`config.mk`:
```
export PLATFORM = sky130hd
export DESIGN_NAME = mux_rr_reg
export DESIGN_NICKNAME = d
export VERILOG_FILES = /design/src/rtl/mux_rr_reg.sv
export SDC_FILE = /design/constraint.sdc
export NUM_CORES = 1
export LEC_CHECK = 0
export CAP_MARGIN = 20
export CORE_ASPECT_RATIO = 1.4
export CORE_MARGIN = 5
export CORE_UTILIZATION = 34
export DETAILED_ROUTE_END_ITERATION = 16
export PLACE_DENSITY = 0.86
export SYNTH_ARGS = -nofsm -noshare
export SYNTH_HDL_FRONTEND = slang
export SYNTH_SLANG_ARGS = --single-unit
```
`constraint.sdc`:
```
create_clock -name clk -period 1.63 [get_ports clk]
set_input_delay 0.2445 -clock clk [delete_from_list [all_inputs] [get_ports clk]]
set_output_delay 0.2445 -clock clk [all_outputs]
set_load 0.01 [all_outputs]
```
`src/rtl/mux_rr_reg.sv`:
```
// Multi-channel valid/ready multiplexer with fixed-select or round-robin arbitration,
// feeding one registered output stage that sustains one word per cycle.
module mux_rr_reg #(
   parameter int WIDTH = 32,
   parameter int N_IN  = 4,
   parameter int SEL_W = (N_IN > 2) ? $clog2(N_IN) : 1
) (
   input  logic                  clk,
   input  logic                  rst,
   input  logic [N_IN*WIDTH-1:0] in_data,
   input  logic [N_IN-1:0]       in_valid,
   output logic [N_IN-1:0]       in_ready,
   input  logic                  mode,
   input  logic [SEL_W-1:0]      select,
   output logic [WIDTH-1:0]      out_data,
   output logic                  out_valid,
   input  logic                  out_ready,
   output logic [SEL_W-1:0]      out_idx
);

   typedef enum logic {
      MODE_FIXED = 1'b0,
      MODE_RR    = 1'b1
   } mode_e;

   logic [WIDTH-1:0] out_data_q, out_data_d;
   logic             out_valid_q, out_valid_d;
   logic [SEL_W-1:0] out_idx_q, out_idx_d;
   logic [SEL_W-1:0] rr_ptr_q, rr_ptr_d;

   logic             load_en;
   logic             fix_hit;
   logic             rr_hit;
   logic             grant_valid;
   logic             take;
   logic [SEL_W-1:0] rr_gnt;
   logic [SEL_W-1:0] gnt;

   assign load_en = !out_valid_q || out_ready;
   assign fix_hit = (int'(select) < N_IN) && in_valid[select];

   // Search starts one past the last granted channel, so that channel ends up last in line.
   always_comb begin
      // NOTE: every variable gets a default before any conditional assignment, so no latch is inferred.
      rr_hit = 1'b0;
      rr_gnt = '0;
      for (int k = 1; k <= N_IN; k++) begin
         if (!rr_hit && in_valid[SEL_W'((int'(rr_ptr_q) + k) % N_IN)]) begin
            rr_hit = 1'b1;
            rr_gnt = SEL_W'((int'(rr_ptr_q) + k) % N_IN);
         end
      end
   end

   assign grant_valid = (mode == MODE_RR) ? rr_hit : fix_hit;
   assign gnt         = (mode == MODE_RR) ? rr_gnt : select;
   assign take        = grant_valid && load_en && !rst;

   always_comb begin
      in_ready = '0;
      if (take) in_ready[gnt] = 1'b1;
   end

   always_comb begin
      out_data_d  = out_data_q;
      out_idx_d   = out_idx_q;
      out_valid_d = out_valid_q && !out_ready;
      rr_ptr_d    = rr_ptr_q;
      if (take) begin
         out_data_d  = in_data[gnt*WIDTH +: WIDTH];
         out_idx_d   = gnt;
         out_valid_d = 1'b1;
         if (mode == MODE_RR) rr_ptr_d = gnt;
      end
   end

   // Reset parks the pointer on the last channel so channel 0 wins the first round-robin grant.
   always_ff @(posedge clk) begin
      // NOTE: state registers use non-blocking assignment so every flop samples pre-edge values.
      if (rst) begin
         out_data_q  <= '0;
         out_valid_q <= 1'b0;
         out_idx_q   <= '0;
         rr_ptr_q    <= SEL_W'(N_IN - 1);
      end else begin
         out_data_q  <= out_data_d;
         out_valid_q <= out_valid_d;
         out_idx_q   <= out_idx_d;
         rr_ptr_q    <= rr_ptr_d;
      end
   end

   assign out_data  = out_data_q;
   assign out_valid = out_valid_q;
   assign out_idx   = out_idx_q;

endmodule

```
==> results of run 1 <==
layout make-up:
type                       count  area (µm²)  share of cell area
clock buffer                   8         136              0.0243
inverter                       1        3.75            0.000668
multi-input combinational    232        2220               0.395
sequential                    37         742               0.132
tap                          102         128              0.0227
timing repair buffer         222        2390               0.425
what timing repair did:
action / 4_1_cts / 5_1_grt
buffers inserted: 10 / 0
pin swaps: 25 / 9
setup endpoints to repair: 41 / 40
resized for setup: 117 / 29
gates cloned: 9 / 0
power by group:
part	internal [mW]	switching, mW	leakage (nW)	total, mW
logic	1.06	0.787	1.70	1.85
clock network	0.569	0.361	0.0652	0.930
registers	1.03	0.0688	0.306	1.10
total	2.66	1.22	2.07	3.88
synthesized netlist by cell type (2+ instances only):
cell type,n
nand2b_1,4
o31ai_1,26
buf_6,6
buf_2,16
nor3_1,4
a21oi_1,3
and2_1,65
a221oi_2,5
o21ai_1,3
nand3b_1,32
o31ai_2,6
mux2i_1,2
clkbuf_1,14
nor2b_1,2
buf_4,4
nor2_1,4
or2_1,2
a221oi_1,59
dfxtp_1,37
through the flow:
step                instances  utilization  setup slack, ns  total power [mW]
floorplan                 310            -          0.00900              1.79
global placement          576        0.585           -0.880              2.50
detailed placement        576        0.585           -0.949              2.53
CTS                       603        0.686           -0.227              3.83
global route              602        0.698           -0.325              4.06
finish                    602        0.698           -0.255              3.88
cell families after synthesis:
logic type	count (synthesis)
muxes	3
and+or+nand+nor	118
buffers and inverters	41
DFF	37
AOI/OAI and AO/OA	111
registers in the layout, summed over array words and instances, names as in the netlist:
register	flops
out_data	32
out_idx	2
rr_ptr_q	2
out_valid	1
routing by layer:
layer / GRT usage / share of wire / up-vias
met5: 0 / 0 / -
met3: 0.0466 / 0.057 / 52
met2: 0.455 / 0.54 / 169
met1: 0.256 / 0.34 / 1716
met4: 0.159 / 0.062 / 0
li1: - / - / 1607
worst paths after layout:
check	startpoint	endpoint	slack, ns
setup / recovery	rr_ptr_q[0]	in_ready[2]	-0.26
hold / removal	out_data[24]	out_data[24]	0.49
setup reg to reg	rr_ptr_q[0]	out_data[15]	-0.24
hold reg to reg	out_data[24]	out_data[24]	0.49
critical path, delay by kind of cell, from the launching register on:
| kind | cells | cell delay, ns |
|---|---|---|
| AOI/OAI and AO/OA | 2 | 0.32 |
| buffers and inverters | 2 | 0.30 |
| DFF | 1 | 0.33 |
| and+or+nand+nor | 2 | 0.42 |
==> results.py, run 1 <==
metrics = {
    "sta": {
        "tns_ns": -5.77,
        "final-max-slew-violation-count": 0,
        "rsz0062_at_grt": "true",
        "min_period_ns": 1.89,
        "hold_violations": 0,
        "fmax_mhz": 530,
        "setup_slack_ns": -0.255,
        "maxSlewHeadroom": 0.726,
        "finalHoldWorstSlack_ns": 0.487,
        "skew_ns": 0.00410,
        "setup_viol": 37,
        "fin_crit_sh": 1.16,
        "tightestPinTransition_ns": 0.411,
    },
    "die": {
        "core_um2": 8050,
        "die-area_um2": 10100,
        "die_h_um": 117,
        "io_pins": 177,
        "rows": 39,
        "die_w_um": 86.2,
        "initial_core_util": 0.343,
    },
    "worst_setup_path": {
        "max_stage_delay_ns": 0.33,
        "end_kind": "output pin",
        "cp_slowest_cell": "dfxtp_2",
        "ff2ff_path_depth": 8,
        "criticalPathCategory": "flop to output pin",
        "crit_fanout": 5,
        "startpoint_type": "flop",
        "path_cells": "and2b_2 > o21ai_2 > buf_4 > a41oi_4 > nor3_4 > buf_2",
        "crit_required_ns": 1.39,
        "worstPathArrival_ns": 1.64,
    },
    "global_routing": {
        "grt_max_degree": 65,
        "grt_overflow": 0,
        "track_usage": 0.248,
        "antenna_found_initial": 0,
        "grt_pass1_wl_mm": 19.5,
        "grt_pass1_vias": 3836,
    },
    "routing": {
        "vias": 3544,
        "drt-pass1-iter-count": 5,
        "drtAntennaViolNets": 0,
        "drt_iter0_drc": 183,
        "wl_per_cell_um": 21.3,
        "drc": 0,
        "vias_per_cell": 5.89,
        "drt-total-wl_mm": 12.8,
    },
    "min_path": {
        "hold_path_class": "flop to flop",
        "whs_path_depth": 2,
    },
    "final_layout": {
        "antenna_cells": 0,
        "nFillCells": 618,
        "layout.nets": 637,
        "final_common_cell": "clkdlybuf4s50_1",
        "fin_area_um2": 5620,
        "drive_above_1_share": 0.276,
        "area_growth_pct": 103,
        "layout_common_cells": "164 x clkdlybuf4s50_1, 64 x and2_1, 42 x a221oi_2, 36 x dfxtp_1, 32 x nand3b_1",
    },
    "placement": {
        "placed_area_um2": 4710,
        "place_congestion": 0.963,
        "dp_hpwl_mm": 8.27,
        "port_buffers": 176,
    },
    "yosys": {
        "yosys.area_share.simple": 0.277,
        "async_reset_ff_frac": 0,
        "ys_seq_elements": 37,
        "synth_top_family_by_area": "compound AO/OA/AOI/OAI gates",
        "synthFlopType": "dfxtp_1",
        "postSynthAreaPerCell_um2": 8.91,
        "synth-compound-area-share": 0.353,
        "syn-num-nets": 448,
        "synth_warnings": 0,
        "synth.distinct_cells": 35,
        "synth_area_um2": 2760,
        "synth_top_cell_area_share": 0.268,
        "synth_fa_ha_area_frac": 0,
        "synth_area_leaders": "dfxtp_1 27%, a221oi_1 19%, and2_1 15%, nand3b_1 8.7%, o31ai_1 7.1%",
        "yosysTopAreaCell": "dfxtp_1",
        "syn_inst": 310,
        "ys_seq_area_frac": 0.268,
        "synth-xor-area-share": 0,
        "muxShareOfSynthArea": 0.0168,
        "synth-edff-count": 0,
    },
    "run_status": {
        "violations": "negative setup slack",
        "status": "finished with violations",
    },
    "clock_tree": {
        "cts_buffers": 5,
        "postCtsHoldBufs": 0,
        "clk_latency_ns": 0.28,
        "cts_max_level": 2,
        "cts_tree": "yes",
        "cts_buffer_depth": 2,
        "clkTransAtPathRegs_ns": 0.05,
        "clock_sinks": 37,
        "cts-root-buf": "clkbuf_16",
    },
    "flow_run": {
        "maxCapViolCount": 0,
    },
    "pwr": {
        "power.leakage_nw": 2.07,
        "p_per_area_nw_per_um2": 690,
        "ir_worst_vdd_mv": 0.437,
    },
}
Power figures use the tool's default switching activity.
==> run 2: changes to the inputs <==
--- a/config.mk
+++ b/config.mk
@@ -8,9 +8,9 @@
 export CAP_MARGIN = 20
 export CORE_ASPECT_RATIO = 1.4
 export CORE_MARGIN = 5
-export CORE_UTILIZATION = 34
+export CORE_UTILIZATION = 40
 export DETAILED_ROUTE_END_ITERATION = 16
-export PLACE_DENSITY = 0.86
+export PLACE_DENSITY = 0.94
 export SYNTH_ARGS = -nofsm -noshare
 export SYNTH_HDL_FRONTEND = slang
 export SYNTH_SLANG_ARGS = --single-unit
==> constraint.sdc (replaced) <==
create_clock -name clk -period 2.2 [get_ports clk]
set_input_delay 0.33 -clock clk [delete_from_list [all_inputs] [get_ports clk]]
set_output_delay 0.33 -clock clk [all_outputs]
set_load 0.01 [all_outputs]
==> results.py, run 2 (synthesis results as in run 1) <==
metrics = {
    "clock_tree": {
        "cts_tree": "yes",
        "cts_max_level": 2,
        "clk_latency_ns": 0.28,
        "clkTransAtPathRegs_ns": 0.07,
        "post_cts_buffers": 0,
        "cts_buffer_depth": 2,
        "clock_sinks": 37,
        "cts-root-buf": "clkbuf_8",
        "cts_buffers": 5,
    },
    "routing": {
        "drc": 0,
        "wl_per_cell_um": 18.3,
        "vias": 3239,
        "drt-pass1-iter-count": 4,
        "drt_iter0_drc": 162,
        "vias_per_cell": 5.75,
        "drt-total-wl_mm": 10.3,
        "drtAntennaViolNets": 0,
    },
    "global_routing": {
        "grt_pass1_wl_mm": 16.2,
        "track_usage": 0.231,
        "grt_max_degree": 65,
        "antenna_found_initial": 0,
        "grt_overflow": 0,
        "grt_pass1_vias": 3359,
    },
    "worst_setup_path": {
        "ff2ff_path_depth": 7,
        "rr_startpoint": "rr_ptr_q[0]",
        "ff2ff_setup_slack_ns": 0.23,
        "reg2reg_to": "out_data[21]",
        "criticalPathCategory": "flop to output pin",
        "crit_required_ns": 1.87,
        "end_kind": "output pin",
        "crit_fanout": 3,
        "worstPathArrival_ns": 1.76,
        "startpoint_type": "flop",
    },
    "final_layout": {
        "largest_register_ffs": 32,
        "nFillCells": 567,
        "multi_input_area_um2": 1830,
        "instances_no_fill": 563,
        "area_growth_pct": 68.1,
        "layout.nets": 608,
        "antenna_cells": 0,
        "final_common_cell": "clkdlybuf4s50_1",
        "layout_common_cells": "165 x clkdlybuf4s50_1, 65 x and2_1, 59 x a221oi_1, 37 x dfxtp_1, 32 x nand3b_1",
        "drive_above_1_share": 0.104,
        "regArea_um2": 741,
    },
    "pwr": {
        "p_per_area_nw_per_um2": 490,
        "ir_worst_vdd_mv": 0.340,
        "power.leakage_nw": 1.65,
        "p_total_mw": 2.28,
    },
    "flow_run": {
        "maxCapViolCount": 0,
    },
    "die": {
        "rows": 35,
        "io_pins": 177,
        "core_um2": 6660,
        "die_h_um": 108,
        "die-area_um2": 8690,
        "die_w_um": 80.2,
        "initial_core_util": 0.415,
    },
    "sta": {
        "fmax_mhz": 479,
        "hold_violations": 0,
        "rsz0062_at_grt": "false",
        "setup_viol": 0,
        "skew_ns": 0.00765,
        "min_period_ns": 2.09,
        "tightestPinTransition_ns": 0.571,
        "maxSlewHeadroom": 0.619,
        "final-max-slew-violation-count": 0,
        "fin_crit_sh": 0.949,
    },
    "placement": {
        "place_inst": 555,
        "place_congestion": 0.884,
        "port_buffers": 176,
        "dp_hpwl_mm": 7.63,
    },
    "min_path": {
        "whs_path_depth": 2,
        "hold_end": "out_data[26]",
        "hold_start": "out_data[26]",
        "hold_path_class": "flop to flop",
    },
    "run_status": {
        "status": "completed",
    },
}
==> run 2: changes by cell type in the layout (fill, tap and decap cells not counted), moves of 4 or more <==
cell,previous run,this run
a221oi_1,18,59
a221oi_2,42,5
a221oi_4,4,0
buf_12,6,0
buf_16,6,0
buf_4,21,15
buf_6,13,2
clkbuf_16,5,0
clkbuf_8,0,5
dlygate4sd2_1,2,6
==> run 2: layout make-up <==
class	count	share of cell area
Timing Repair Buffer	193	0.403
Sequential cell	37	0.160
Tap cell	92	0.0248
Inverter	1	0.000808
Clock buffer	8	0.0172
Multi-Input combinational cell	232	0.395
==> run 2: worst max-delay path by stage <==
stage                 from           to  slack (ns)  cells past startpoint
2_1_floorplan    select[1]  in_ready[0]        0.30                      6
3_3_place_gp   in_valid[1]  in_ready[1]       -0.52                      6
3_5_place_dp   in_valid[1]  in_ready[1]       -0.56                      6
4_1_cts          select[0]  in_ready[1]        0.02                      6
5_1_grt        in_valid[1]  in_ready[2]        0.01                      7
6_report       rr_ptr_q[0]  in_ready[3]        0.11                      6
==> run 2: layer usage <==
metal / vias to the layer above / share of wire / wire length (µm) / global-route usage
met2: 136 / 0.53 / 5500 / 0.424
met1: 1555 / 0.38 / 3900 / 0.272
met4: 0 / 0.016 / 167 / 0.0531
met3: 12 / 0.070 / 723 / 0.0467
li1: 1536 / - / - / -
met5: - / 0 / 0 / 0
==> run 2: what timing repair did <==
item,4_1_cts,5_1_grt
endpoints found under the setup margin,34,8
endpoints found under the hold margin,0,0
gates resized for setup,32,2
hold buffers,0,0
pin swaps,2,2
==> run 2: worst max-delay path, stage by stage (launching register included) <==
cell and delay [ns]:
dfxtp_1 0.33, and2b_2 0.26, a21oi_2 0.05, or2_2 0.32, and2_1 0.18, nor3_2 0.16
buf_2 0.17
==> run 2: per-stage QoR <==
| step | area, µm² | setup slack [ns] | utilization | setup TNS, ns | hold slack (ns) |
|---|---|---|---|---|---|
| after floorplan | 2760 | 0.298 | - | 0 | 0.511 |
| after global placement | 4560 | -0.522 | 0.685 | -11.37 | 0.470 |
| after detailed placement | 4560 | -0.555 | 0.685 | -14.27 | 0.477 |
| after CTS | 4640 | 0.0232 | 0.697 | 0 | 0.495 |
| after global routing | 4640 | 0.0144 | 0.698 | 0 | 0.519 |
| final | 4640 | 0.111 | 0.698 | 0 | 0.491 |
==> run 2: power breakdown <==
group	switching, mW	internal (mW)
Clock	0.223	0.225
Sequential	0.0485	0.762
Combinational	0.437	0.579
Total	0.709	1.57
==> run 3: changes to the inputs <==
--- a/config.mk
+++ b/config.mk
@@ -5,7 +5,6 @@
 export SDC_FILE = /design/constraint.sdc
 export NUM_CORES = 1
 export LEC_CHECK = 0
-export CAP_MARGIN = 20
 export CORE_ASPECT_RATIO = 1.4
 export CORE_MARGIN = 5
 export CORE_UTILIZATION = 40
==> results of run 3 <==
No change in the layout: final DEF, timing and power equal those of run 2.
